## config.mk

```make
export PLATFORM = sky130hd
export DESIGN_NAME = shift_add_multiplier
export DESIGN_NICKNAME = d
export VERILOG_FILES = /design/src/rtl/shift_add_multiplier.sv
export SDC_FILE = /design/constraint.sdc
export NUM_CORES = 1
export LEC_CHECK = 0
export CAP_MARGIN = 20
export CELL_PAD_IN_SITES_DETAIL_PLACEMENT = 1
export CELL_PAD_IN_SITES_GLOBAL_PLACEMENT = 1
export CORE_MARGIN = 10
export CORE_UTILIZATION = 41
export CTS_CLUSTER_SIZE = 28
export DETAILED_ROUTE_END_ITERATION = 10
export PLACE_DENSITY_LB_ADDON = 0.15
export SYNTH_ARGS = -nofsm -noshare
export SYNTH_HDL_FRONTEND = slang
export SYNTH_SLANG_ARGS = --single-unit
```

## constraint.sdc

```tcl
create_clock -name clock -period 4.57 [get_ports clock]
set_input_delay 0.6855 -clock clock [delete_from_list [all_inputs] [get_ports clock]]
set_output_delay 0.6855 -clock clock [all_outputs]
set_load 0.05 [all_outputs]
```

## src/rtl/shift_add_multiplier.sv

```systemverilog
// Sequential 10x10 unsigned shift-and-add multiplier: one partial-product step per
// CALC cycle, fixed 10-cycle latency, registered 20-bit product with overflow flag.
module shift_add_multiplier (
  input  logic        clock,
  input  logic        reset,
  input  logic        start,
  input  logic [9:0]  a,
  input  logic [9:0]  b,
  output logic [19:0] product,
  output logic        ovf,
  output logic        busy,
  output logic        done
);

  typedef enum logic [1:0] {
    IDLE = 2'd0,
    CALC = 2'd1,
    DONE = 2'd2
  } state_t;

  state_t      state_q, state_d;
  logic [9:0]  mcand_q;
  logic [9:0]  acc_q;
  logic [9:0]  q_q;
  logic        carry_q;
  logic [3:0]  cnt_q;
  logic [19:0] product_q;
  logic        ovf_q;

  logic [10:0] sum;
  logic [9:0]  acc_shift;
  logic [9:0]  q_shift;

  // Add the multiplicand when the bit leaving Q is set, then shift {carry,acc,Q} right.
  assign sum       = {carry_q, acc_q} + {1'b0, (q_q[0] ? mcand_q : 10'd0)};
  assign acc_shift = sum[10:1];
  assign q_shift   = {sum[0], q_q[9:1]};

  always_ff @(posedge clock) begin
    if (reset) begin
      state_q <= IDLE;
    end else begin
      state_q <= state_d;
    end
  end

  always_comb begin
    state_d = state_q;
    case (state_q)
      IDLE:    if (start) state_d = CALC;
      CALC:    if (cnt_q == 4'd9) state_d = DONE;
      DONE:    state_d = IDLE;
      default: state_d = IDLE;
    endcase
  end

  always_comb begin
    busy = (state_q == CALC);
    done = (state_q == DONE);
  end

  always_ff @(posedge clock) begin
    if (reset) begin
      mcand_q   <= 10'd0;
      acc_q     <= 10'd0;
      q_q       <= 10'd0;
      carry_q   <= 1'b0;
      cnt_q     <= 4'd0;
      product_q <= 20'd0;
      ovf_q     <= 1'b0;
    end else begin
      case (state_q)
        IDLE: begin
          if (start) begin
            mcand_q <= a;
            q_q     <= b;
            acc_q   <= 10'd0;
            carry_q <= 1'b0;
            cnt_q   <= 4'd0;
          end
        end
        CALC: begin
          acc_q   <= acc_shift;
          q_q     <= q_shift;
          // The shifted-in carry position is always zero after the right shift.
          carry_q <= 1'b0;
          cnt_q   <= cnt_q + 4'd1;
          if (cnt_q == 4'd9) begin
            product_q <= {acc_shift, q_shift};
            ovf_q     <= |acc_shift;
          end
        end
        default: ;
      endcase
    end
  end

  assign product = product_q;
  assign ovf     = ovf_q;

endmodule

```

== Word level (Yosys, flattened, before mapping) ==
Cells that the tools add are included.

* Flip-flop bits (word level): 58
* Input bits: 23
* Output and inout port bits: 23

* Add/sub/neg operators: 2
* Eq/ne operators: 5
* Mux-type cells: 12
* Reductions and logical operators: 7

{| class="wikitable"
|+ Operators with widths
! cell !! number
|-
| 10-bit case mux with 2 select lines || 2
|-
| 10-bit 2-to-1 mux || 3
|-
| 11-bit by 10-bit adder with 11-bit output || 1
|-
| 10-bit OR reduction || 1
|-
| 4-bit case mux with 2 select lines || 1
|-
| 2-bit AND reduction || 4
|-
| 4-bit by 1-bit adder with 4-bit output, second input constant || 1
|-
| 4-bit == test, second input constant || 1
|-
| 2-bit 2-to-1 mux || 2
|-
| 4-bit 2-to-1 mux || 1
|-
| 2-bit case mux with 2 select lines || 1
|-
| 2-bit by 1-bit == test with 1-bit output, second input constant || 1
|-
| 2-bit == test, second input constant || 1
|-
| 2-bit logical NOT || 1
|-
| 2-bit by 1-bit inequality test with 1-bit output, second input constant || 1
|-
| 2-bit inequality test, second input constant || 1
|-
| 1-bit case mux with 2 select lines || 1
|-
| 2-bit nonzero test || 1
|-
| 1-bit 2-to-1 mux || 1
|}

== Longest topological paths before layout ==
Gate-level depths: netlist of run 1.

* Word-level depth: 3
* Gate-level depth with buffers: 11
* Depth with buffers taken out: 10

== Worst setup path before layout of run 1 ==
Ideal clock, no wire load.

* Kind: register to register
* From: register q_q[0]
* To: register ovf_q (netlist: ovf)
* Setup time: 0.128 ns
* Arrival time: 2.376 ns
* Setup slack: 2.066 ns
* Cell stages (with the launch flop): 10
* Path buffers: 1
* Clock period less this slack: 2.504 ns
* Cell sequence: dfxtp_1 -> clkbuf_1 -> and2_1 -> ha_1 -> a21o_1 -> a31o_1 -> or3_1 -> a2111o_1 -> a2111oi_2 -> a31oi_1

* Cells in the longest elaborated chain, start to end: 3

{| class="wikitable"
|+ RTL lines
! item !! RTL line !! text
|-
| from (decl) || 24 || <nowiki>logic [9:0] q_q;</nowiki>
|-
| from (signal assigned) || 84 || <nowiki>q_q <= q_shift;</nowiki>
|-
| 10-bit 2-to-1 mux || 35 || <nowiki>assign sum = {carry_q, acc_q} + {1'b0, (q_q[0] ? mcand_q : 10'd0)};</nowiki>
|-
| 11-bit by 10-bit adder with 11-bit output || 35 ||
|-
| 10-bit OR reduction || 90 || <nowiki>ovf_q <= |acc_shift;</nowiki>
|-
| to (signal assigned) || 90 ||
|-
| to (decl) || 28 || <nowiki>logic ovf_q;</nowiki>
|}

Every way passes these cells.
A chain may end at the register's enable or synchronous reset.

== Worst setup path in the final report of run 1 ==
* From: register state_q[1]
* To: output port busy

* Cells in the longest elaborated chain, start to end: 1

{| class="wikitable"
|+ RTL lines
! item !! RTL line !! text
|-
| from (decl) || 21 || <nowiki>state_t state_q, state_d;</nowiki>
|-
| from (signal assigned) || 43 || <nowiki>state_q <= state_d;</nowiki>
|-
| 2-bit by 1-bit == test with 1-bit output || 58 || <nowiki>busy = (state_q == CALC);</nowiki>
|-
| to (decl) || 11 || <nowiki>output logic busy,</nowiki>
|}

Every way passes these cells.

==> impl_metrics.csv, run 1 <==
group,metric,value,unit
clock_tree,cts_root_buffer,"clkbuf_8",
synth,yosys.cell_types.count,41,
worst_hold_path,hold_class,"reg -> reg",
detailed_routing,routed_via_density,5.41,
detailed_routing,ant_nets,0,
timing,max_freq,0.347,GHz
synth,synth_largest_area_cell,"dfxtp_1",
floorplan,rows,29,
floorplan,start_util,42.1,%
detailed_routing,met1Wirelength,3590,µm
global_route,grt_first_pass_wirelength,12400,µm
timing,slew_violations,0,
floorplan,core-area,0.00635,mm²
timing,period_needed,2.88,ns
synth,synth_ff_type,"dfxtp_1",
floorplan,dieWidth,101,µm
pwr,leakage,0.00126,µW
detailed_routing,drt-total-wl,7400,µm
timing,worst_pin_slew,1.04,ns
synth,synth_edf_count,0,
layout,finalNonFillerCells,461,
detailed_routing,wl_met2,3270,µm
synth,synth-seq-area-share,42.7,%
synth,synth.avg_cell_area,7.84,µm²
detailed_routing,first_iter_violations,124,
floorplan,ios,46,
worst_setup_path,critPathArrivalTime,2.20,ns
run_status,outcome,"finished, final reports clean",
layout,area_growth,24.4,%
layout,final_nets,415,
clock_tree,numCtsBuffers,9,
clock_tree,htreeDepth,3,
worst_setup_path,critPathKind,"reg -> out",
timing,fin_worst_skew,0.0115,ns
timing,hold_violations,0,
placed_design,hpwlAfterDp,5220,µm
clock_tree,cts.sinks,57,
clock_tree,clkLatencyLatePin,0.34,ns
layout,antennaDiodeCount,0,
timing,relSlewSlack,30.5,%
global_route,grt_usage,15.1,%
worst_setup_path,cp-start-kind,"flop",
detailed_routing,met3WireLength,403,µm
floorplan,die_y,101,µm
timing,rsz0062_at_grt,"false",
detailed_routing,route.detailed.drc,0,
placed_design,place_congestion,0.863,
timing,fin_crit_sh,63.0,%
layout,fin_area,0.00333,mm²
timing,finalSetupTns,0,ns
detailed_routing,first_pass_iters,5,
clock_tree,cts_resized,0,
global_route,grt_max_degree,58,
floorplan,die-area,0.0101,mm²
pwr,powerDensity,310,mW/mm²
synth,syn_inst,341,
pwr,vdd_drop_max,0.201,mV
worst_setup_path,cp_max_fo,18,
worst_setup_path,cp.required,3.88,ns
synth,synthTopCellsByArea,"dfxtp_1, nand2_1, a21oi_1, ha_1, nor2_1",
synth,ys_warn_count,0,
job,drv_cap,0,
synth,synth_top_area_share,42.7,%
timing,setup_slack,1.69,ns
clock_tree,hold_buffers,0,
placed_design,dpl-instance-area,0.00315,mm²
layout,drive_gt1_share,6.25,%
synth,ys_ff_latch,57,
clock_tree,cts_tree,"built",
detailed_routing,vias,2496,
synth,synth.most_common_cell,"nand2_1",
placed_design,placed_cells,445,
synth,syn-num-nets,377,
timing,setup_viol,0,
detailed_routing,top_layer_used,"met4",
global_route,grt_pass1_vias,2560,
clock_tree,path_clk_slew,0.07,ns
timing,timing.hold.ws,0.453,ns
synth,async_flop_share,0,%
placed_design,portBuffers,45,
global_route,antenna_found_initial,0,
synth,yosys-top-cells-count,"nand2_1, dfxtp_1, a21oi_1, nor2_1, clkbuf_1",
global_route,gr-total-overflow,0,
clock_tree,clockBufferDepth,2,
synth,syn_area,0.00267,mm²
detailed_routing,wl_per_cell,16.0,µm
placed_design,pre_cts_slack,1.92,ns
clock_tree,post_cts_buffers,0,
worst_setup_path,end_kind,"output pin",
flip-flops by register name (all words and copies together), names as in the netlist:
register  flops
acc_q        10
state_q       2
cnt_q         4
ovf           1
mcand_q      10
q_q          10
product      20
cells by family (layout without fill, tap and decap cells):
group	after synthesis	count (layout)	synth area share (%)
and+or+nand+nor	151	151	25.5
AOI/OAI and AO/OA	88	88	20.1
DFF	57	57	42.7
buffers and inverters	28	71	3.98
adders and majority gates	13	13	6.37
xor gates and xnor gates	3	3	0.983
muxes	1	1	0.421
per-layer routing:
| metal | track usage, % | up-vias |
|---|---|---|
| li1 | - | 1253 |
| met1 | 19.7 | 1180 |
| met2 | 22.0 | 52 |
| met3 | 4.46 | 11 |
| met4 | 7.39 | 0 |
| met5 | 0 | - |
cell type report:
class / count / area, µm²
Inverter: 8 / 30.0
Clock inverter: 5 / 31.3
Timing Repair Buffer: 47 / 460
Clock buffer: 11 / 141
Sequential cell: 57 / 1140
Tap cell: 77 / 96.3
Fill cell: 784 / 3020
Multi-Input combinational cell: 256 / 1430
path summary, 6_finish.rpt:
check,from,endpoint,slack [ns],cells after the start
max,state_q[1],busy,1.69,3
min,product[8],product[8],0.45,2
max reg2reg,q_q[0],ovf,1.82,10
min reg2reg,product[8],product[8],0.45,2
metrics by stage:
step	util [%]	power, µW
floorplan	-	585
global placement	49.7	621
detailed placement	49.7	624
CTS	52.4	1040
global route	52.4	1080
finish	52.4	1030
power by group:
group          switching [µW]  leakage (µW)  internal, µW
Combinational            54.5      0.000704          35.6
Sequential               11.3      0.000463           511
Clock                     210     0.0000891           209
worst max-delay path, cell delays in order, from the launching register on:
cell	delay (ns)
dfxtp_1	0.32
nand2b_1	0.50
inv_1	0.20
clkdlybuf4s50_1	0.83
layout by cell type (no fill, tap or decap), drive strengths merged, types with 2 or more instances in the layout:
cell and count:
nand2 76, dfxtp 57, a21oi 53, clkdlybuf4s50 44
nor2 24, nand3 15, ha 12, and2 12
clkbuf 11, a22oi 9, inv 8, o21ai 5
nor3 4, or3 4, a31oi 4, clkinv 4
nor2b 3, a211oi 3, nand3b 3, buf 3
nand2b 2, a21o 2, o2111ai 2, nor4 2
or2 2, o211a 2, nand4 2, xor2 2
Power figures use the tool's default switching activity.
==> run 2: changes to the inputs <==
--- a/config.mk
+++ b/config.mk
@@ -9,7 +9,7 @@
 export CELL_PAD_IN_SITES_DETAIL_PLACEMENT = 1
 export CELL_PAD_IN_SITES_GLOBAL_PLACEMENT = 1
 export CORE_MARGIN = 10
-export CORE_UTILIZATION = 41
+export CORE_UTILIZATION = 35
 export CTS_CLUSTER_SIZE = 28
 export DETAILED_ROUTE_END_ITERATION = 10
 export PLACE_DENSITY_LB_ADDON = 0.15
==> constraint.sdc (replaced) <==
create_clock -name clock -period 2.6 [get_ports clock]
set_input_delay 0.39 -clock clock [delete_from_list [all_inputs] [get_ports clock]]
set_output_delay 0.39 -clock clock [all_outputs]
set_load 0.05 [all_outputs]
==> run 2 against run 1 <==
  * Worst hold slack got worse by 0.0028 ns
  * Global-route usage fell by 1.3 points
  * Sequential share of layout area fell by 2.8 points
  * Critical path type is now reg -> reg
==> impl_metrics.csv, run 2 (same netlist as run 1, synthesis figures left out) <==
group,metric,value,unit
run_status,outcome,"finished, final reports clean",
timing,relSlewSlack,64.9,%
timing,period_needed,2.55,ns
clock_tree,numCtsBuffers,9,
worst_setup_path,critPathKind,"reg -> reg",
global_route,grt_pass1_vias,2582,
layout,largest_reg_flops,20,
clock_tree,path_clk_slew,0.07,ns
layout,area_growth,35.8,%
worst_setup_path,cp_cell_sequence,"and2_4 > ha_4 > inv_2 > fa_2 > nand2b_4 > a21oi_4 > o41a_1 > or3_4 > a2111oi_4 > a31oi_1",
clock_tree,cts_tree,"built",
pwr,pwr-share-comb,9.1,%
floorplan,ios,46,
global_route,antenna_found_initial,0,
worst_setup_path,cp-start-kind,"flop",
detailed_routing,route.detailed.drc,0,
placed_design,hpwlAfterDp,5770,µm
pwr,cell_internal_pwr,1530,µW
layout,fin_area,0.00363,mm²
timing,rsz0062_at_grt,"true",
clock_tree,clockBufferDepth,2,
global_route,grt_max_degree,34,
worst_setup_path,cp_max_fo,7,
timing,worst_pin_slew,0.525,ns
detailed_routing,first_iter_violations,91,
floorplan,start_util,36.5,%
layout,final_cell_mix,"nand2_1, dfxtp_1, a21oi_1",
layout,antennaDiodeCount,0,
timing,max_freq,0.392,GHz
detailed_routing,first_pass_iters,5,
timing,setup_viol,0,
detailed_routing,routed_via_density,5.11,
detailed_routing,vias,2548,
floorplan,rows,31,
detailed_routing,ant_nets,0,
timing,hold_violations,0,
placed_design,pre_cts_slack,-0.0863,ns
pwr,seqPwrFrac,44.8,%
pwr,p_clk_share,46.2,%
detailed_routing,wl_per_cell,16.4,µm
global_route,grt_first_pass_wirelength,12900,µm
floorplan,die_y,107,µm
layout,final_nets,431,
job,drv_cap,0,
global_route,grt_usage,13.7,%
worst_setup_path,critPathTopFamily,"compound AO/OA/AOI/OAI gates",
worst_setup_path,max_stage_delay,0.47,ns
clock_tree,cts.sinks,57,
placed_design,place_congestion,0.917,
placed_design,portBuffers,45,
clock_tree,htreeDepth,3,
worst_hold_path,hold_class,"reg -> reg",
floorplan,dieWidth,107,µm
timing,finalSetupTns,0,ns
layout,multi_input_area,0.00150,mm²
pwr,leakage,0.00138,µW
pwr,powerDensity,564,mW/mm²
worst_setup_path,slowest_stage,"o41a_1",
floorplan,core-area,0.00733,mm²
pwr,swShare,25.4,%
worst_setup_path,end_kind,"flop",
timing,fin_worst_skew,0.00915,ns
layout,layout_commonest_cell,"nand2_1",
pwr,vdd_drop_max,0.290,mV
clock_tree,cts_root_buffer,"clkbuf_8",
detailed_routing,drt-total-wl,8160,µm
worst_setup_path,cp.required,2.81,ns
layout,drive_gt1_share,13.5,%
timing,fin_crit_sh,98.1,%
global_route,gr-total-overflow,0,
timing,timing.hold.ws,0.450,ns
layout,fillers,883,
timing,slew_violations,0,
worst_setup_path,critPathArrivalTime,2.76,ns
pwr,p_switching,520,µW
clock_tree,clkLatencyLatePin,0.34,ns
worst_setup_path,crit_buf_inv,1,
placed_design,dpl-instance-area,0.00328,mm²
floorplan,die-area,0.0115,mm²
timing,setup_slack,0.0482,ns
layout,regArea,0.00114,mm²
pwr,p_total,2050,µW
[run 2: cell types whose count changed in the layout (fill, tap and decap cells not counted), sizes merged]
| cell | previous run | this run |
|---|---|---|
| clkdlybuf4s50 | 44 | 43 |
| buf | 3 | 19 |
| clkbuf | 11 | 10 |
| inv | 8 | 10 |
| clkinv | 4 | 2 |
| bufinv | 0 | 2 |
[run 2: worst min-delay path, cell delays in order (launching register included)]
cell and delay, ns:
dfxtp_1 0.31, nand2_1 0.05, a21oi_1 0.05
[run 2: per-layer routing]
metal  share of wire (%)  vias up  global-route usage [%]
met1                  48     1199                    17.2
met2                  47       46                    21.9
met5                   0        -                       0
met4                 1.7        0                    5.34
li1                    -     1290                       -
met3                 4.0       13                    3.59
[run 2: power groups by stage]
stage / Clock, µW / Sequential [µW] / Combinational [µW]
floorplan: 0 / 929 / 98.1
global placement: 0 / 936 / 176
detailed placement: 0 / 937 / 180
CTS: 966 / 917 / 181
global route: 1010 / 919 / 204
finish: 945 / 916 / 185
[run 2: worst paths after layout]
| path | startpoint | endpoint | slack, ns | depth (start not counted) |
|---|---|---|---|---|
| hold / removal | mcand_q[3] | mcand_q[3] | 0.45 | 2 |
| setup / recovery | q_q[0] | ovf | 0.05 | 10 |
| setup reg to reg | q_q[0] | ovf | 0.05 | 10 |
| hold reg to reg | mcand_q[3] | mcand_q[3] | 0.45 | 2 |
[run 2: metrics by stage]
step	std cells	utilization (%)
floorplan	341	-
global placement	477	44.7
detailed placement	477	44.7
CTS	493	47.9
global route	499	49.5
finish	499	49.5
[run 2: layout make-up]
type / instances / share of cell area, %
Clock buffer: 9 / 3.41
Sequential cell: 57 / 31.5
Tap cell: 99 / 3.41
Timing Repair Buffer: 63 / 16.5
Clock inverter: 7 / 2.83
Inverter: 8 / 0.827
Multi-Input combinational cell: 256 / 41.4
[run 2: timing repair]
action | 4_1_cts | 5_1_grt
setup buffers | 0 | 6
gates resized for setup | 3 | 14
hold buffers | 0 | 0
endpoints found under the setup margin | 1 | 3
pin swaps | 0 | 7
==> RTL change 1 (flow settings as in run 1) <==
Make the reset (`reset`) asynchronous in 2 clocked blocks.
--- a/src/rtl/shift_add_multiplier.sv
+++ b/src/rtl/shift_add_multiplier.sv
@@ -36,7 +36,7 @@
   assign acc_shift = sum[10:1];
   assign q_shift   = {sum[0], q_q[9:1]};
 
-  always_ff @(posedge clock) begin
+  always_ff @(posedge clock or posedge reset) begin
     if (reset) begin
       state_q <= IDLE;
     end else begin
@@ -59,7 +59,7 @@
     done = (state_q == DONE);
   end
 
-  always_ff @(posedge clock) begin
+  always_ff @(posedge clock or posedge reset) begin
     if (reset) begin
       mcand_q   <= 10'd0;
       acc_q     <= 10'd0;
Function: differs if reset is asserted again (counterexample within 4 cycles, from zero or initial values and one cycle with reset high); with reset held inactive, the same outputs for 10 cycles.
==> RTL change 1 against run 1 <==
  * Worst hold slack better by 0.020 ns
  * Non-clock buffer count increased by 1
  * Global-route usage is 1.3 points lower
  * Sequential cell count stayed put
  * Synthesized cell count down 18%
  * Die area is 3.3% higher
  * Setup slack lost 0.46 ns
  * Cell area grew 6.3%
  * Wire length decreased by 8.1%
  * Area after synthesis increased by 4.1%
  * Cell count is 11% lower
Power is not compared: it rests on default switching activity, and its combinational part moved more than twofold at a synthesized area within 25%.
==> RTL change 1: results (changes against run 1) <==
Placed Area=0.00331 mm^2 (+4.9%); Pleak=about 1.7 nW; Top Family by Delay on Critical Path=simple AND/OR/NAND/NOR gates; DP Wirelength=5020 um (-3.8%); pre-CTS setup slack=1.16 ns (-0.764 ns); delay of the slowest cell on the worst path=0.75 ns (-0.08 ns); H-tree depth=3 (unchanged); grt met3 use=0.0324 (-0.0122); layout cells sized above 1=0.111 (+0.0489); drt wl/cell=16.6 um (+3.6%); met2 usage=0.203 (-0.0162); Seq/Total Area, Yosys=0.513 (+0.0856); Non-clk bufs=48 (+2.1%); Fill cells=729 (-7.0%); first-pass GRT wire length=11300 um (-9.3%); met2 wire len=3010 um (-7.9%); clock network contribution to total cell area=0.0648 (+0.0128); Multi-input gate area=0.00128 mm^2 (-10%); crit-path max FO=25 (+7); top cells by count, synth=65 x nand2_1, 57 x dfrtp_1, 29 x o21ai_0, 14 x a21oi_1; Crit-path slowest cell=dfrtp_1; DR iter-0 viols=69 (-44%); sequential cell area=0.00143 mm^2 (+25%); Post-Synthesis Cells=280 (-18%); design area=0.00354 mm^2 (+6.3%); asr flop ratio synth=1.00 (+1.00); met1 usage=0.185 (-0.0118); Mapped Nets=316 (-16%); ys flop type=dfrtp_1; Final GP Congestion=0.773 (-10%); Total GRT Usage=0.138 (-0.0130); largest net degree at the start of global routing=42 (-28%); Worst Path Arrival=3.56 ns (+1.36 ns); Initial DRT Pass Iterations=4 (-1); WL final=6800 um (-8.1%); nets@finish=363 (-13%); Layout non-clock buf frac=0.134 (-0.00469); Cell variety after synth=43 (+4.9%); total power=2.64 mW; Setup Skew=0.00705 ns (-0.00446 ns); Slew @ Worst Pin=0.864 ns (-0.179 ns); vias in the first global route=2253 (-12%); run status=finished, final reports clean; Multi-input comb cells=203 (-21%)
RTL change 1: logic make-up after synthesis:
family                     synth area share
AOI/OAI and AO/OA                     0.138
xor gates and xnor gates             0.0189
adders and majority gates            0.0611
buffers and inverters                0.0270
DFF                                   0.513
muxes                                0.0486
and+or+nand+nor                       0.194
RTL change 1: worst paths after layout:
path / startpoint / endpoint / slack [ns] / cells past startpoint
worst max-delay path: state_q[0]$_DFFE_PP0P_ / ovf$_DFFE_PP0P_ / 1.23 / 8
worst min register to register: product[6]$_DFFE_PP0P_ / product[6]$_DFFE_PP0P_ / 0.47 / 2
max in group asynchronous: reset / acc_q[5]$_DFFE_PP0P_ / 2.96 / 3
worst max register to register: state_q[0]$_DFFE_PP0P_ / ovf$_DFFE_PP0P_ / 1.23 / 8
worst min-delay path: product[6]$_DFFE_PP0P_ / product[6]$_DFFE_PP0P_ / 0.47 / 2
min in group asynchronous: reset / product[6]$_DFFE_PP0P_ / 0.85 / 2
==> RTL change 2 (flow settings as in run 1) <==
Made on the original files. The 3 states of `state_t` get a one-hot encoding in 3 bits.
--- a/src/rtl/shift_add_multiplier.sv
+++ b/src/rtl/shift_add_multiplier.sv
@@ -12,10 +12,10 @@
   output logic        done
 );
 
-  typedef enum logic [1:0] {
-    IDLE = 2'd0,
-    CALC = 2'd1,
-    DONE = 2'd2
+  typedef enum logic [2:0] {
+    IDLE = 3'b001,
+    CALC = 3'b010,
+    DONE = 3'b100
   } state_t;
 
   state_t      state_q, state_d;
Function: no difference found for any inputs over 10 cycles, from zero or initial values and one cycle with reset high; not proved beyond that.
==> RTL change 2 against run 1 <==
  * Non-clock buffer count increased by 1
  * Highest routed layer unchanged
  * Cell area up 3.6%
  * Area after synthesis grew 2.8%
  * Wire length grew 0.14%
  * Largest cell class unchanged
  * Sequential cell count rose by 1
  * Power is 11% higher
  * Worst hold slack improved by 0.00078 ns
  * Setup slack worse by 0.40 ns
  * Die area grew 2.2%
  * Clock skew is 0.0012 ns higher
==> RTL change 2: results (changes against run 1) <==
run status=finished, final reports clean; DR iter-0 viols=100 (-19%); Gate power share=0.068 (-0.019); r2r endpoint=acc_q[7]$_SDFFE_PP0P_; post-route insts no fill=474 (+2.8%); Slew Limit Fails=0 (unchanged); Placed Area=0.00323 mm^2 (+2.3%); Hold Path Origin=product[8]$_SDFFE_PP0P_; first-pass GRT wire length=12600 um (+0.95%); Peak VDD IR=0.175 mV (-13%); grt met3 use=0.0520 (+0.00738); worst hold slack=0.454 ns (+0.000779 ns); clk_lat worst skew=approximately 0.35 ns; delay of the slowest cell on the worst path=0.89 ns (+0.06 ns); DP Wirelength=5240 um (+0.29%); top cells by count, synth=86 x nand2_1, 58 x dfxtp_1, 48 x a21oi_1, 34 x nor2_1, 22 x clkbuf_1; clock share of power=0.467 (+0.061); layout cells sized above 1=0.0579 (-0.00457); switching power=267 uW (-3.3%); Initial DRT Pass Iterations=4 (-1); Pleak=1.28 nW (+2.1%); Mapped Nets=392 (+4.0%); Slew @ Worst Pin=1.06 ns (+0.0179 ns); Setup Skew=0.0127 ns (+0.00120 ns); largest net degree at the start of global routing=59 (+1.7%); vias in the first global route=2604 (+1.7%); met1 usage=0.186 (-0.0111); nets@finish=428 (+3.1%); Synth area leaders=dfxtp_1 42%, nand2_1 12%, a21oi_1 8.7%, ha_1 5.5%, nor2_1 4.6%; R2R setup slack=1.78 ns (-0.04 ns); via/cell ratio=5.30 (-2.1%); WL final=7410 um (+0.14%); placed cells=458 (+2.9%); Top Family by Delay on Critical Path=buffers and inverters; crit-path max FO=41 (+23); Worst Path Arrival=2.59 ns (+0.39 ns); Final GP Congestion=0.925 (+7.2%); total power=1.14 mW (+11%); Post-Syn Area per Cell=7.72 um^2 (-1.5%); pre-CTS setup slack=1.66 ns (-0.265 ns); Cell variety after synth=40 (-2.4%); met2 usage=0.241 (+0.0214); Total GRT Usage=0.152 (+0.00147); Seq/Total Area, Yosys=0.423 (-0.00438)
==> RTL change 2: changes by cell type after synthesis, sizes merged, moves of 3 or more <==
| cell | delta |
|---|---|
| a311oi | +11 |
| nand2 | +10 |
| nor2 | +10 |
| a22oi | -9 |
| a21oi | -5 |
| clkbuf | +5 |
| xnor2 | +4 |
| nor2b | -3 |
| or3 | -3 |
==> RTL change 2: cell type report <==
type | instances | area (um^2)
Multi-Input combinational cell | 268 | 1470
Timing Repair Buffer | 48 | 468
Tap cell | 77 | 96.3
Clock inverter | 4 | 75.1
Clock buffer | 12 | 145
Fill cell | 802 | 2980
Inverter | 7 | 26.3
Sequential cell | 58 | 1160
==> RTL change 2: metal layers <==
| layer | part of all wire | vias to the layer above | routed length (um) |
|---|---|---|---|
| li1 | - | 1284 | - |
| met1 | 0.49 | 1176 | 3600 |
| met2 | 0.45 | 42 | 3310 |
| met3 | 0.052 | 10 | 384 |
| met4 | 0.016 | 0 | 115 |
| met5 | 0 | - | 0 |
==> RTL change 2: cells by family (layout without fill, tap and decap cells) <==
family | count (synthesis) | in the layout | share of synthesized area
compound gates | 83 | 83 | 0.188
xor+xnor | 7 | 7 | 0.0223
fa+ha+maj | 13 | 13 | 0.0619
buf+inv | 30 | 71 | 0.0410
flops | 58 | 58 | 0.423
simple gates | 165 | 165 | 0.265
==> RTL change 2: worst max-delay path by stage <==
stage	start	end	slack (ns)
2_1_floorplan	q_q[0]$_SDFFE_PP0P_	ovf$_SDFFE_PP0P_	2.08
3_3_place_gp	state_q[2]$_SDFFE_PP0P_	busy	1.69
3_5_place_dp	state_q[1]$_SDFFE_PP0P_	busy	1.66
4_1_cts	state_q[1]$_SDFFE_PP0P_	busy	1.29
5_1_grt	state_q[1]$_SDFFE_PP0P_	busy	1.20
6_report	state_q[1]$_SDFFE_PP0P_	busy	1.29
